--- config.mk ---
export PLATFORM = sky130hd
export DESIGN_NAME = mem28x32_regfile
export DESIGN_NICKNAME = d
export VERILOG_FILES = /design/src/rtl/mem28x32_regfile.sv
export SDC_FILE = /design/constraint.sdc
export NUM_CORES = 2
export LEC_CHECK = 0
export CAP_MARGIN = 20
export CORE_AREA = 4 4 370 372
export CTS_CLUSTER_SIZE = 20
export DETAILED_ROUTE_END_ITERATION = 8
export DIE_AREA = 0 0 374 376
export HOLD_SLACK_MARGIN = 0.08
export SYNTH_ARGS = -nofsm -noshare
export SYNTH_HDL_FRONTEND = slang
export SYNTH_SLANG_ARGS = --single-unit
--- constraint.sdc ---
create_clock -name clk -period 37.8 [get_ports clk]
set_clock_uncertainty 0.15 [all_clocks]
set_input_delay 5.67 -clock clk [delete_from_list [all_inputs] [get_ports clk]]
set_output_delay 5.67 -clock clk [all_outputs]
set_load 0.01 [all_outputs]
--- src/rtl/mem28x32_regfile.sv ---
// 32 x 28-bit register-file memory for the IFFT sample banks.
// It has one synchronous write port, one combinational read port, and all 32 entries exposed in parallel.
module mem28x32_regfile #(
    parameter int DW    = 28,
    parameter int DEPTH = 32,
    parameter int AW    = 5
) (
    input  logic          clk,
    input  logic          rst,
    input  logic [AW-1:0] wr_addr,
    input  logic [DW-1:0] wr_data,
    input  logic          wr_en,
    input  logic [AW-1:0] rd_addr,
    output logic [DW-1:0] rd_data,
    output logic [DW-1:0] q0,
    output logic [DW-1:0] q1,
    output logic [DW-1:0] q2,
    output logic [DW-1:0] q3,
    output logic [DW-1:0] q4,
    output logic [DW-1:0] q5,
    output logic [DW-1:0] q6,
    output logic [DW-1:0] q7,
    output logic [DW-1:0] q8,
    output logic [DW-1:0] q9,
    output logic [DW-1:0] q10,
    output logic [DW-1:0] q11,
    output logic [DW-1:0] q12,
    output logic [DW-1:0] q13,
    output logic [DW-1:0] q14,
    output logic [DW-1:0] q15,
    output logic [DW-1:0] q16,
    output logic [DW-1:0] q17,
    output logic [DW-1:0] q18,
    output logic [DW-1:0] q19,
    output logic [DW-1:0] q20,
    output logic [DW-1:0] q21,
    output logic [DW-1:0] q22,
    output logic [DW-1:0] q23,
    output logic [DW-1:0] q24,
    output logic [DW-1:0] q25,
    output logic [DW-1:0] q26,
    output logic [DW-1:0] q27,
    output logic [DW-1:0] q28,
    output logic [DW-1:0] q29,
    output logic [DW-1:0] q30,
    output logic [DW-1:0] q31
);

    logic [DW-1:0] mem [DEPTH];

    always_ff @(posedge clk or posedge rst) begin
        if (rst) begin
            for (int i = 0; i < DEPTH; i++) begin
                mem[i] <= '0;
            end
        end else if (wr_en) begin
            mem[wr_addr] <= wr_data;
        end
    end

    // There is no write-data bypass: the new value becomes visible only after the clock edge.
    assign rd_data = mem[rd_addr];

    assign q0  = mem[0];
    assign q1  = mem[1];
    assign q2  = mem[2];
    assign q3  = mem[3];
    assign q4  = mem[4];
    assign q5  = mem[5];
    assign q6  = mem[6];
    assign q7  = mem[7];
    assign q8  = mem[8];
    assign q9  = mem[9];
    assign q10 = mem[10];
    assign q11 = mem[11];
    assign q12 = mem[12];
    assign q13 = mem[13];
    assign q14 = mem[14];
    assign q15 = mem[15];
    assign q16 = mem[16];
    assign q17 = mem[17];
    assign q18 = mem[18];
    assign q19 = mem[19];
    assign q20 = mem[20];
    assign q21 = mem[21];
    assign q22 = mem[22];
    assign q23 = mem[23];
    assign q24 = mem[24];
    assign q25 = mem[25];
    assign q26 = mem[26];
    assign q27 = mem[27];
    assign q28 = mem[28];
    assign q29 = mem[29];
    assign q30 = mem[30];
    assign q31 = mem[31];

endmodule

Yosys cells after proc, flatten, opt, wreduce, memory -nomap -nowiden
Index checks and enable logic that the tools add are counted.
W data, S select, Z words.
{ "totals": {"reg_bits": 896, "input_bits": 41, "out_inout_bits": 924} }
{ "op_classes": {"n_lt_le_gt_ge": 3, "mux": 6, "bitwise_logic": 2, "n_reduce_logical": 1} }
{ "op_table": {"columns": ["cell", "count"], "rows": [
  ["$bwmux W896", 1],
  ["$bmux W28 S5", 1],
  ["$demux W28 S5", 1],
  ["$mux W28", 3],
  ["$ge A6 B6 Y1 const B", 2],
  ["$not A5 Y6", 2],
  ["$lt A6 B1 Y1 const B", 1],
  ["$logic_and A1 B1 Y1", 1]
]} }

Logic depth before layout (Yosys ltp)
{ "depth": {"word_depth": 6, "mapped_depth": 8} }

Least setup slack after synthesis
Ideal clock, no wire load.
{ "synth_path": {"path_kind": "input port to output port", "start": "input rd_addr[1]", "end": "output rd_data[10]", "arrival_time_ns": 6.932, "required_ns": 31.980, "path_slack_ns": 25.048, "path_stages": 8, "cell_sequence": "buf_2 -> buf_2 -> buf_2 -> buf_2 -> mux2i_1 -> a21oi_1 -> nand3_1 -> nand3_1"} }
{ "synth_between": {"elab_chain_len": 4} }
{ "synth_rtl": {"columns": ["element", "line", "text"], "rows": [
  ["start: declaration", "13", "input logic [AW-1:0] rd_addr,"],
  ["$not A5 Y6 (implied by the code)", "62", "assign rd_data = mem[rd_addr];"],
  ["$bmux W28 S5", "62", null],
  ["$mux W28 (implied by the code) (2 in a row)", "62", null],
  ["end: declaration", "14", "output logic [DW-1:0] rd_data,"]
]} }
No other way between the ends. The select of a mux whose other input is x is not followed.

Worst setup path in the final report
{ "layout_path": {"start": "input rd_addr[1]", "end": "output rd_data[4]"} }
The elaborated chain is that of the path after synthesis.

==> impl_results.md <==
* Run status: finished, final reports clean
* Number of violations of the max-capacitance limit at 0
* Setup repair after global routing missed its margin: no
* Aggregate routed wire length at 190200 microns
* Time the worst path needs with I/O delays and setup at 16.84 ns
* Port bufs at 964
* Max Fanout on Critical Path at 85
* XOR/XNOR Fraction of Synth Area at 0
* Total CTS buffers at 102
* Maximum clock frequency at 59.37 MHz
* Total nets after synthesis at 3053
* Combined global-route utilization of all metal layers at 0.2606
* Residual antenna-violating net count after detailed routing at 0
* Cell row count at 134
* FILL cells at 12620
* Number of unique standard cell types used by synthesis at 37
* Post-synthesis instance total at 3012
* Aggregate negative setup slack at 0 ns
* Fraction of registers with async set/reset at 1.000
* Complex-gate fraction of the synthesized area at 0.04145
* Worst slew slack as a fraction of its limit at 0.2209
* Global placement routability congestion at 0.8531
* Critical Path End: rd_data[4]
* Initial antenna violation count at 13
* Post-Synthesis Mean Instance Area at 13.75 sq um
* Warnings, synthesis at 0
* # Post-CTS Setup Buffers at 0
* Post-route DRC violation count at 0
* Maximum count of clock buffers along a single path at 3
* Length in cells of the worst reg-to-reg path at 1
* Mean number of vias per cell at 5.317
* Total power draw at 3.325 mW
* Count of final max-slew check failures at 0
* Area growth syn-to-layout at 35.53%
* Pwr per Cell Area at 59.24 nW/um^2
* Depth of the worst hold-timing path at 1
* Starting density of the core at 0.3107
* First-pass GRT wire length at 261600 microns
* Number of enable-type register cells in the synthesized netlist at 0
* Detailed-route via count at 30560
* Post-layout net count at 3934
* Worst Setup Slack post-DPL at 21.09 ns
* Pin count of the biggest net entering global routing at 143
* Arithmetic-cell share of the synthesized area counting full adders, half adders and majority gates at 0
* Placed instance area at 52660 sq um
* Met1 Use GR at 0.3047
* Final setup margin at 20.96 ns
* Final clock period utilization by the worst path at 0.4456
* Leakage power of the design at 25.07 nW
* Synthesized area at 41420 sq um
* Hold/Removal Path Class: reg2reg
* Design area at 56130 sq um
* Final core utilization at 0.4211
* Total die area at 140600 sq um
* Met3 Track Usage GR at 0.07457
* Type of the setup path with the least slack: in2out
* Required @ worst endpoint at 31.98 ns
* Post-cts resize count at 0
* Crit. End Element: output pin
* Routed wire length per instance at 33.09 microns
* Worst setup startpoint: rd_addr[1]
* Slew at the pin closest to its max-slew limit at 1.169 ns
* Core region area at 133300 sq um
* Critical R2R Launch: q14[9]
* Number of primary I/O pins at 965
* CTS tree: done
* Share of layout cells above drive strength 1 at 0.2897
* Worst-path clk slew at 0.06 ns
* Post-cts hold buffer count at 0
* Clock latency on the worst-skew pair at 0.69 ns
* R2R Path End: q14[9]
* First-pass iteration count of the detailed router at 6
* Final hold vios at 0
* Combinational family with the most area after synthesis: multiplexers
* Floorplan die height at 376 microns
* Sequential fraction of the synthesis area at 0.5414
* GRT met2 Usage at 0.4517
* CP arrival at 11.02 ns
* Peak supply drop at 40.09 uV
* Main synth FF type: sky130_fd_sc_hd__dfrtp_1
* Aggregate global routing overflow at 0
* Sink count of the clock tree at 896
* Multiplexer share of the synthesized area at 0.3519
* Number of global-route vias before repair at 30970
* Reg-to-reg setup timing slack at 36.70 ns
* Final-report setup violation count at 0
* Area share of and/or/nand/nor cells after synthesis at 0.03387
* Half-perimeter wire length after placement at 134500 microns
* Cell chosen for the clock root: sky130_fd_sc_hd__clkbuf_16
* Count of state elements after synthesis at 896
* Global routing's busiest layer: met2
* Type of origin of the critical path: primary input
* Iteration-0 DRC count of the detailed router at 2211
* Number of H-tree branching levels at 3
* Horizontal die dimension at 374 microns
==> metrics by stage <==
stage | cells | hold WS, ns
floorplan | 3012 | 0.3979
global placement | 5554 | 0.3465
detailed placement | 5555 | 0.3554
CTS | 5739 | 0.3687
global route | 5742 | 0.3909
finish | 5747 | 0.3677
==> metal layers <==
layer  share of wire  wire [microns]
met4           0.046            8830
met5         0.00024              46
met2            0.50           94360
met3           0.073           13800
met1            0.38           73120
==> critical path: stages <==
cell and delay (ns):
sky130_fd_sc_hd__buf_8 0.60, sky130_fd_sc_hd__buf_4 0.66, sky130_fd_sc_hd__buf_4 0.67, sky130_fd_sc_hd__buf_4 0.74, sky130_fd_sc_hd__buf_4 0.79, sky130_fd_sc_hd__mux2i_1 0.20, sky130_fd_sc_hd__a22oi_1 0.24, sky130_fd_sc_hd__nand3_1 0.28
sky130_fd_sc_hd__nand3_1 0.22, sky130_fd_sc_hd__clkdlybuf4s50_1 0.60
==> cells by family after synthesis <==
group	after synthesis
muxes	1344
AOI/OAI and AO/OA	252
DFF	896
buffers and inverters	267
and+or+nand+nor	253
==> cell type report <==
type / instances / area [sq um] / area share
well taps: 1768 / 2212 / 0.03941
flip-flops and latches: 896 / 22420 / 0.3994
clock inverters: 31 / 387.9 / 0.006910
inverters: 1 / 11.26 / 0.0002006
clock buffers: 153 / 3018 / 0.05376
repair buffers: 1043 / 10300 / 0.1835
diodes: 6 / 15.01 / 0.0002675
multi-input cells: 1849 / 17760 / 0.3165
==> report_power, final <==
group / switching [mW] / internal, mW
sequential: 0.180 / 1.15
combinational: 0.446 / 0.524
clock: 0.423 / 0.604
==> how the worst min path moves through the flow <==
stage / startpoint / endpoint / slack (ns)
3_5_place_dp: q20[3] / q20[3] / 0.36
3_3_place_gp: q21[3] / q21[3] / 0.35
4_1_cts: q20[3] / q20[3] / 0.37
5_1_grt: q20[9] / q20[9] / 0.39
6_report: q20[9] / q20[9] / 0.37
2_1_floorplan: q20[0] / q20[0] / 0.40
==> cell usage after synthesis, types with 3 or more instances <==
cell type / instances / area, sq um
sky130_fd_sc_hd__mux2_1: 44 / 495.5
sky130_fd_sc_hd__buf_1: 12 / 45.04
sky130_fd_sc_hd__nor3b_2: 3 / 37.54
sky130_fd_sc_hd__dfrtp_1: 896 / 22420
sky130_fd_sc_hd__nor2_4: 8 / 90.09
sky130_fd_sc_hd__a21oi_1: 84 / 420.4
sky130_fd_sc_hd__nor3_1: 28 / 140.1
sky130_fd_sc_hd__nor2_8: 4 / 80.08
sky130_fd_sc_hd__mux2i_1: 448 / 4484
sky130_fd_sc_hd__nand2_1: 86 / 322.8
sky130_fd_sc_hd__a22o_1: 56 / 490.5
sky130_fd_sc_hd__buf_6: 17 / 191.4
sky130_fd_sc_hd__clkbuf_1: 134 / 503.0
sky130_fd_sc_hd__a22oi_1: 84 / 630.6
sky130_fd_sc_hd__nor2_2: 4 / 25.02
sky130_fd_sc_hd__a31oi_1: 28 / 175.2
sky130_fd_sc_hd__buf_2: 85 / 425.4
sky130_fd_sc_hd__mux2_2: 852 / 9594
sky130_fd_sc_hd__buf_4: 17 / 127.6
sky130_fd_sc_hd__nand3_1: 84 / 420.4
sky130_fd_sc_hd__nand2_2: 16 / 100.1
==> cell usage in the layout, fill, tap and decap left out, types with 3 or more instances in the layout <==
master and instances:
sky130_fd_sc_hd__diode_2 6, sky130_fd_sc_hd__clkinvlp_4 4, sky130_fd_sc_hd__nand2_2 16, sky130_fd_sc_hd__nor3_1 24
sky130_fd_sc_hd__dfrtp_1 896, sky130_fd_sc_hd__nor2_8 4, sky130_fd_sc_hd__nand3_1 84, sky130_fd_sc_hd__nor3b_2 3
sky130_fd_sc_hd__buf_4 73, sky130_fd_sc_hd__clkbuf_8 21, sky130_fd_sc_hd__nor2_4 13, sky130_fd_sc_hd__clkinv_2 13
sky130_fd_sc_hd__clkbuf_16 105, sky130_fd_sc_hd__nor3_2 5, sky130_fd_sc_hd__buf_2 7, sky130_fd_sc_hd__bufinv_16 8
sky130_fd_sc_hd__a22o_1 56, sky130_fd_sc_hd__clkbuf_1 27, sky130_fd_sc_hd__a31oi_1 28, sky130_fd_sc_hd__clkdlybuf4s50_1 956
sky130_fd_sc_hd__mux2_1 44, sky130_fd_sc_hd__a22oi_1 84, sky130_fd_sc_hd__buf_12 4, sky130_fd_sc_hd__inv_6 5
sky130_fd_sc_hd__a21oi_1 84, sky130_fd_sc_hd__mux2_2 852, sky130_fd_sc_hd__mux2i_1 448, sky130_fd_sc_hd__nand2_1 86
(Power assumes the default switching activity.)
